$ cat src/rtl/id_ex_forward_pipe_pkg.sv
// Shared constants for the ID/EX forwarding pipe: forward-select encodings,
// default widths and the bubble encoding of a tag stage.
package id_ex_forward_pipe_pkg;

    localparam int DATA_W_DEF = 32;
    localparam int REG_W_DEF  = 4;
    localparam int CNT_W_DEF  = 16;

    localparam logic [1:0] FWD_RF  = 2'b00;
    localparam logic [1:0] FWD_EX  = 2'b01;
    localparam logic [1:0] FWD_MEM = 2'b10;
    localparam logic [1:0] FWD_WB  = 2'b11;

    localparam logic BUBBLE_RF_EN = 1'b0;
    localparam logic BUBBLE_LD    = 1'b0;

endpackage

$ cat src/rtl/id_ex_forward_pipe_tag_stage.sv
// One pipeline tag register {rd, rf_en, ld}: async reset to a bubble and a
// synchronous bubble input that overrides the incoming tag.
module id_ex_forward_pipe_tag_stage
    import id_ex_forward_pipe_pkg::*;
#(
    parameter int REG_W = REG_W_DEF
) (
    input  logic             CLK,
    input  logic             RST_N,
    input  logic             bubble,
    input  logic [REG_W-1:0] rd_d,
    input  logic             rf_en_d,
    input  logic             ld_d,
    output logic [REG_W-1:0] rd_q,
    output logic             rf_en_q,
    output logic             ld_q
);

    logic [REG_W+1:0] tag_q;
    logic [REG_W+1:0] tag_bubble;

    assign tag_bubble = {{REG_W{1'b0}}, BUBBLE_RF_EN, BUBBLE_LD};

    always_ff @(posedge CLK or negedge RST_N) begin
        if (!RST_N) begin
            tag_q <= tag_bubble;
        end else if (bubble) begin
            tag_q <= tag_bubble;
        end else begin
            tag_q <= {rd_d, rf_en_d, ld_d};
        end
    end

    assign rd_q    = tag_q[REG_W+1:2];
    assign rf_en_q = tag_q[1];
    assign ld_q    = tag_q[0];

endmodule

$ cat src/rtl/id_ex_forward_pipe.sv
// ID/EX register with operand forwarding, bubble insertion for stall/flush,
// EX/MEM/WB destination-tag pipeline and a saturating bubble counter.
module id_ex_forward_pipe
    import id_ex_forward_pipe_pkg::*;
#(
    parameter int DATA_W = DATA_W_DEF,
    parameter int REG_W  = REG_W_DEF,
    parameter int CNT_W  = CNT_W_DEF
) (
    input  logic              CLK,
    input  logic              RST_N,
    input  logic [1:0]        ISA,
    input  logic [1:0]        ISB,
    input  logic [1:0]        ISD,
    input  logic              C_Unit_MUX,
    input  logic              HZld,
    input  logic              flush,
    input  logic [DATA_W-1:0] rf_A_ID,
    input  logic [DATA_W-1:0] rf_B_ID,
    input  logic [DATA_W-1:0] rf_D_ID,
    input  logic [REG_W-1:0]  rd_ID,
    input  logic              rf_en_ID,
    input  logic              ld_ID,
    input  logic [DATA_W-1:0] res_EX,
    input  logic [DATA_W-1:0] res_MEM,
    input  logic [DATA_W-1:0] res_WB,
    input  logic              cnt_clr,
    output logic [DATA_W-1:0] opA_EX,
    output logic [DATA_W-1:0] opB_EX,
    output logic [DATA_W-1:0] opD_EX,
    output logic [REG_W-1:0]  RW_EX,
    output logic [REG_W-1:0]  RW_MEM,
    output logic [REG_W-1:0]  RW_WB,
    output logic              enable_RF_EX,
    output logic              enable_RF_MEM,
    output logic              enable_RF_WB,
    output logic              enable_LD_EX,
    output logic [CNT_W-1:0]  bubble_cnt
);

    localparam logic [CNT_W-1:0] CNT_MAX = '1;

    logic bubble_ex;
    logic stall_cnt;
    logic ld_mem;
    logic ld_wb;
    logic unused_ld;

    // Flush and stall both bubble EX, but only a stall is a counted bubble.
    assign bubble_ex = flush | C_Unit_MUX | ~HZld;
    assign stall_cnt = ~flush & (C_Unit_MUX | ~HZld);

    function automatic logic [DATA_W-1:0] fwd_mux(
        input logic [1:0]        sel,
        input logic [DATA_W-1:0] rf_val,
        input logic [DATA_W-1:0] ex_val,
        input logic [DATA_W-1:0] mem_val,
        input logic [DATA_W-1:0] wb_val
    );
        logic [DATA_W-1:0] res;
        res = rf_val;
        case (sel)
            FWD_RF:  res = rf_val;
            FWD_EX:  res = ex_val;
            FWD_MEM: res = mem_val;
            FWD_WB:  res = wb_val;
            default: res = rf_val;
        endcase
        return res;
    endfunction

    always_ff @(posedge CLK or negedge RST_N) begin
        if (!RST_N) begin
            opA_EX <= '0;
            opB_EX <= '0;
            opD_EX <= '0;
        end else if (bubble_ex) begin
            opA_EX <= '0;
            opB_EX <= '0;
            opD_EX <= '0;
        end else begin
            opA_EX <= fwd_mux(ISA, rf_A_ID, res_EX, res_MEM, res_WB);
            opB_EX <= fwd_mux(ISB, rf_B_ID, res_EX, res_MEM, res_WB);
            opD_EX <= fwd_mux(ISD, rf_D_ID, res_EX, res_MEM, res_WB);
        end
    end

    id_ex_forward_pipe_tag_stage #(.REG_W(REG_W)) u_tag_ex (
        .CLK     (CLK),
        .RST_N   (RST_N),
        .bubble  (bubble_ex),
        .rd_d    (rd_ID),
        .rf_en_d (rf_en_ID),
        .ld_d    (ld_ID),
        .rd_q    (RW_EX),
        .rf_en_q (enable_RF_EX),
        .ld_q    (enable_LD_EX)
    );

    // MEM and WB never stall; the load flag stops at EX.
    id_ex_forward_pipe_tag_stage #(.REG_W(REG_W)) u_tag_mem (
        .CLK     (CLK),
        .RST_N   (RST_N),
        .bubble  (1'b0),
        .rd_d    (RW_EX),
        .rf_en_d (enable_RF_EX),
        .ld_d    (1'b0),
        .rd_q    (RW_MEM),
        .rf_en_q (enable_RF_MEM),
        .ld_q    (ld_mem)
    );

    id_ex_forward_pipe_tag_stage #(.REG_W(REG_W)) u_tag_wb (
        .CLK     (CLK),
        .RST_N   (RST_N),
        .bubble  (1'b0),
        .rd_d    (RW_MEM),
        .rf_en_d (enable_RF_MEM),
        .ld_d    (1'b0),
        .rd_q    (RW_WB),
        .rf_en_q (enable_RF_WB),
        .ld_q    (ld_wb)
    );

    assign unused_ld = ld_mem ^ ld_wb;

    always_ff @(posedge CLK or negedge RST_N) begin
        if (!RST_N) begin
            bubble_cnt <= '0;
        end else if (cnt_clr) begin
            bubble_cnt <= '0;
        end else if (stall_cnt && (bubble_cnt != CNT_MAX)) begin
            bubble_cnt <= bubble_cnt + 1'b1;
        end
    end

endmodule

$ cat config.mk
export PLATFORM = sky130hd
export DESIGN_NAME = id_ex_forward_pipe
export DESIGN_NICKNAME = d
export VERILOG_FILES = /design/src/rtl/id_ex_forward_pipe_pkg.sv /design/src/rtl/id_ex_forward_pipe_tag_stage.sv /design/src/rtl/id_ex_forward_pipe.sv
export SDC_FILE = /design/constraint.sdc
export NUM_CORES = 1
export LEC_CHECK = 0
export BUFFER_PORTS_ARGS = -buffer_cell sky130_fd_sc_hd__clkbuf_2
export CAP_MARGIN = 40
export CORE_AREA = 2 2 130 132
export DETAILED_ROUTE_END_ITERATION = 10
export DIE_AREA = 0 0 132 134
export GPL_TIMING_DRIVEN = 1
export PLACE_DENSITY = 0.81
export SKIP_CTS_REPAIR_TIMING = 1
export SKIP_LAST_GASP = 1
export SLEW_MARGIN = 20
export SYNTH_ARGS = -nofsm -noshare
export SYNTH_HDL_FRONTEND = slang
export SYNTH_SLANG_ARGS = --single-unit
export TNS_END_PERCENT = 30
$ cat constraint.sdc
create_clock -name CLK -period 3.3 [get_ports CLK]
set_input_delay 0.66 -clock CLK [delete_from_list [all_inputs] [get_ports CLK]]
set_output_delay 0.66 -clock CLK [all_outputs]
set_load 0.03 [all_outputs]
== After elaboration in Yosys (flattened, before gate mapping) ==
Cells that the tools add are included.

* Bits in registers: 128
* Bits of input ports: 210
* Output and inout port bits: 128
* Logic and storage cells: 38

* Add/subtract/negate cells: 1
* Equality and inequality tests: 10
* Muxes and demuxes: 9
* Bitwise gates (word level): 6
* Reductions and logical operators: 5

{| class="wikitable"
|+ Operators by type and width
! kind !! number
|-
| 32-bit one-hot mux with 4 select lines || 3
|-
| 32-bit two-way mux || 3
|-
| 16-bit two-way mux || 2
|-
| 16-bit by 1-bit adder with 16-bit output (second input constant) || 1
|-
| 16-bit inequality test (second input constant) || 1
|-
| 2-bit equality test (second input constant) || 6
|-
| 2-bit by 1-bit equality test with 1-bit output (second input constant) || 3
|-
| 2-bit zero test || 3
|-
| 6-bit two-way mux || 1
|-
| 1-bit bitwise OR || 3
|-
| 1-bit NOT || 2
|-
| 2-bit nonzero test || 1
|-
| 1-bit AND || 1
|-
| 1-bit logical AND || 1
|}

== Logic depth before layout (Yosys ltp) ==
* Depth in word-level cells: 6
* Depth in mapped cells: 6
* Gate-level depth less buffers: 5

== By module ==
Synthesis repeated with hierarchy kept, for this count alone.

* Cells, all modules: 464
* Area, all modules: 6816.5 µm²

{| class="wikitable"
|+ Modules (own cells, without submodules)
! module !! times used !! cells each !! area an instance (µm²) !! seq. area each (µm²)
|-
| id_ex_forward_pipe || 1 || 428 || 6253.5 || 2802.7
|-
| id_ex_forward_pipe_tag_stage || 3 || 12 || 187.7 || 150.1
|}

== Worst setup path before layout ==
OpenSTA, ideal clock, no wires.

* Path kind: reg-to-reg
* Start: register bubble_cnt[0]
* End: register bubble_cnt[5]
* Setup time: 0.136 ns
* Data arrival time: 1.769 ns
* Data required time: 3.164 ns
* Path slack: 1.395 ns
* Stages on the path, launching flop included: 7
* Path buffers: 1
* Period minus slack after synthesis: 1.905 ns
* Cell sequence: dfrtp_1 > ha_1 > nand4_1 > o41ai_4 > buf_6 > or3_2 > a21oi_1

* Cells in the longest elaborated chain, start to end: 3
* Elaborated cells on any way between the ends: 6
* Those cells by class: 1 x add/sub; 1 x eq/ne; 2 x mux; 2 x reduce/logical

{| class="wikitable"
|+ RTL lines
! item !! line !! source
|-
| from (decl) || id_ex_forward_pipe.sv:38 || <nowiki>output logic [CNT_W-1:0] bubble_cnt</nowiki>
|-
| from (signal assigned) || id_ex_forward_pipe.sv:133 || <nowiki>bubble_cnt <= bubble_cnt + 1'b1;</nowiki>
|-
| 16-bit by 1-bit adder with 16-bit output or 16-bit inequality test (tied branches) || id_ex_forward_pipe.sv:133, id_ex_forward_pipe.sv:132 ||
|-
| 16-bit two-way mux or 1-bit logical AND (tied branches) || id_ex_forward_pipe.sv:132 || <nowiki>end else if (stall_cnt && (bubble_cnt != CNT_MAX)) begin</nowiki>
|-
| 16-bit two-way mux or 2-bit nonzero test (tied branches) || - ||
|}

Several ways; a longest one is shown, not always the timed one. The select of a mux whose other input is x is not followed.
A chain may end at the register's enable or synchronous reset.

== Worst setup path after layout ==
Ends and elaborated chain as after synthesis.

==> flow_summary.yaml <==
run_status:
  status: "finished clean"
timing:
  final-max-slew-violation-count: 0
  hold_violations: 0
  tightest_slew_ps: 804
  worst_clock_skew_ps: 4.90
  timing.fmax_mhz: 473
  finalCriticalPeriod_ps: 2120
  finalCritPeriodShare_pct: 64.1
  finalSetupTns_ps: 0
  finalSetupViolCount: 0
  rsz0062_at_grt: "false"
  slew_headroom_pct: 46.2
synthesis:
  synth_top_area_share_pct: 47.6
  yosys_warnings: 0
  syn_area_per_cell_um2: 15.3
  synth_top_flop_cell: "dfrtp_1"
  mappedNetlistArea_um2: 6730
  async_flop_share_pct: 100
  syn_nets: 651
  yosys-top-cells-area: "dfrtp_1 48%, mux4_2 32%, and2_1 9.5%"
  ys_ff_latch: 128
  synth_top_cell_by_area: "dfrtp_1"
  synth_edf_count: 0
  syn_inst: 440
  synth.distinct_cells: 41
  ys_seq_area_share_pct: 47.6
clocking:
  clock_latency_ps: 400
  cts_root_buffer: "clkbuf_16"
  clock_sinks: 128
  cts_buffers: 17
  clkTransAtPathRegs_ps: 60
  cts_tree: "yes"
  htreeDepth: 4
  cts_buffer_depth: 2
hold_path:
  hold_class: "in -> async"
die:
  coreArea_um2: 16300
  die_x_um: 132
  die-area_um2: 17700
  boundaryPins: 338
  num_rows: 47
  initial_utilization_pct: 41.3
  fp.dieH_um: 134
routing:
  wire_per_inst_um: 20.2
  drcViolationCount: 0
  antenna_left: 0
  wl_mm: 20.2
  first_iter_violations: 241
  firstDrtPassIters: 4
  route.vias.total: 5372
  via_per_inst: 5.38
global_routing:
  grt_max_degree: 67
  grt_usage_pct: 23.0
  grt_pass1_wl_mm: 30.7
  grt_pass1_vias: 5580
  antenna_found_initial: 0
  grt_remaining_overflow: 0
layout:
  fillers: 1337
  utilization_pct: 56.8
  final_nets: 978
  final_area_um2: 9250
  n_antenna_cell: 0
  drive_gt1_share_pct: 62.5
  instances_no_fill: 998
  area_growth_pct: 37.5
setup_path:
  start_kind: "flop"
  reg2reg_depth: 5
  worstPathRequired_ps: 3560
  cpMaxStageDelayCell: "o41ai_4"
  crit_arrival_ps: 2380
  crit_buf_inv: 0
  cp_cell_sequence: "ha_1 > nand4_1 > o41ai_4 > or3_2 > a21oi_1"
  criticalPathCategory: "reg -> reg"
  crit_family: "compound AO/OA/AOI/OAI gates"
  cp.depth: 5
  crit_fanout: 17
  slowest_delay_ps: 820
  crit_path_end_kind: "flop"
power:
  ir_drop_mv: 0.318
  p_leak_nw: 4.60
  powerDensity_nw_per_um2: 440
placed_design:
  dpl_cell_area_um2: 8700
  place.gp.congestion: 0.823
  placement.io_buffers: 337
  placedCellCount: 968
  post-dp-hpwl_mm: 15.3
flow_run:
  max_cap_violations: 0
-- cell usage after synthesis (2+ instances only) --
| cell type | number |
|---|---|
| buf_4 | 2 |
| nand4_1 | 3 |
| buf_6 | 2 |
| nand4_2 | 2 |
| o41ai_1 | 2 |
| a21oi_2 | 2 |
| nand3_1 | 4 |
| o21ba_2 | 2 |
| a21oi_1 | 10 |
| nand2_1 | 4 |
| dfrtp_1 | 128 |
| nor2_1 | 3 |
| mux4_2 | 96 |
| or4_1 | 9 |
| inv_1 | 5 |
| o31ai_1 | 8 |
| nor3_1 | 2 |
| buf_2 | 12 |
| clkbuf_1 | 20 |
| nand2b_1 | 2 |
| and2_1 | 102 |
-- routing by layer --
| metal | global-route usage [%] | up-vias | wire length [µm] |
|---|---|---|---|
| met3 | 6.20 | 19 | 1560 |
| met2 | 40.4 | 275 | 10700 |
| met4 | 6.22 | 0 | 256 |
| met1 | 28.3 | 2733 | 7620 |
| li1 | - | 2345 | - |
| met5 | 0 | - | 0 |
-- power by group --
part           switching, mW  total, mW  internal, mW
registers             0.0173       1.63          1.61
clock network          0.680       1.76          1.08
logic                  0.335      0.678         0.343
total                   1.03       4.07          3.04
-- final cells by class --
class / instances / area [µm²] / share of cell area (%)
well taps: 220 / 275 / 2.98
clock inverters: 10 / 88.8 / 0.960
flip-flops and latches: 128 / 3200 / 34.6
inverters: 5 / 18.8 / 0.203
multi-input cells: 269 / 3330 / 36.0
clock buffers: 20 / 467 / 5.04
repair buffers: 346 / 1870 / 20.2
-- path summary, 6_finish.rpt --
check,startpoint,endpoint,slack [ps]
min in group CLK,u_tag_ex.tag_q[5],u_tag_mem.tag_q[5],380
max,bubble_cnt[0],bubble_cnt[5],1180
max in group asynchronous,RST_N,opA_EX[0],2310
max reg2reg,bubble_cnt[0],bubble_cnt[5],1180
min reg2reg,u_tag_ex.tag_q[5],u_tag_mem.tag_q[5],380
min,RST_N,opA_EX[10],230
-- kinds of logic after synthesis --
| family | after synthesis | synth area share, % |
|---|---|---|
| buffers and inverters | 43 | 3.03 |
| and+or+nand+nor | 142 | 13.5 |
| DFF | 128 | 47.6 |
| adders and majority gates | 1 | 0.186 |
| muxes | 98 | 32.5 |
| AOI/OAI and AO/OA | 28 | 3.18 |
-- registers in the layout (all words and copies together) (netlist names) --
signal and cells:
u_tag_mem.tag_q 5, u_tag_ex.tag_q 6, bubble_cnt 16, opA_EX 32
u_tag_wb.tag_q 5, opB_EX 32, opD_EX 32
-- per-stage QoR --
| step | setup slack [ps] | hold WS (ps) | power [mW] |
|---|---|---|---|
| final | 1180 | 232 | 4.07 |
| after CTS | 1190 | 246 | 4.11 |
| after floorplan | 1400 | 364 | 2.04 |
| after global placement | 1020 | 357 | 2.32 |
| after detailed placement | 1030 | 366 | 2.34 |
| after global routing | 962 | 256 | 4.23 |
-- cells in the final DEF, fill, tap and decap left out, types with 2 or more instances in the layout --
cell	count
nand2b_1	2
and2_1	102
nand3_1	4
clkinv_2	4
a21oi_1	10
o31ai_1	8
buf_12	4
clkbuf_2	336
nor2_1	2
clkbuf_8	3
nand4_2	2
nor3_1	2
o21ba_2	2
o41ai_1	2
buf_16	3
a21oi_2	2
buf_4	2
or4_1	9
nand2_1	4
inv_1	5
clkinvlp_4	4
clkbuf_16	17
dfrtp_1	128
mux4_2	96
nand4_1	3
Note: power is estimated with default switching activity, not from simulation.
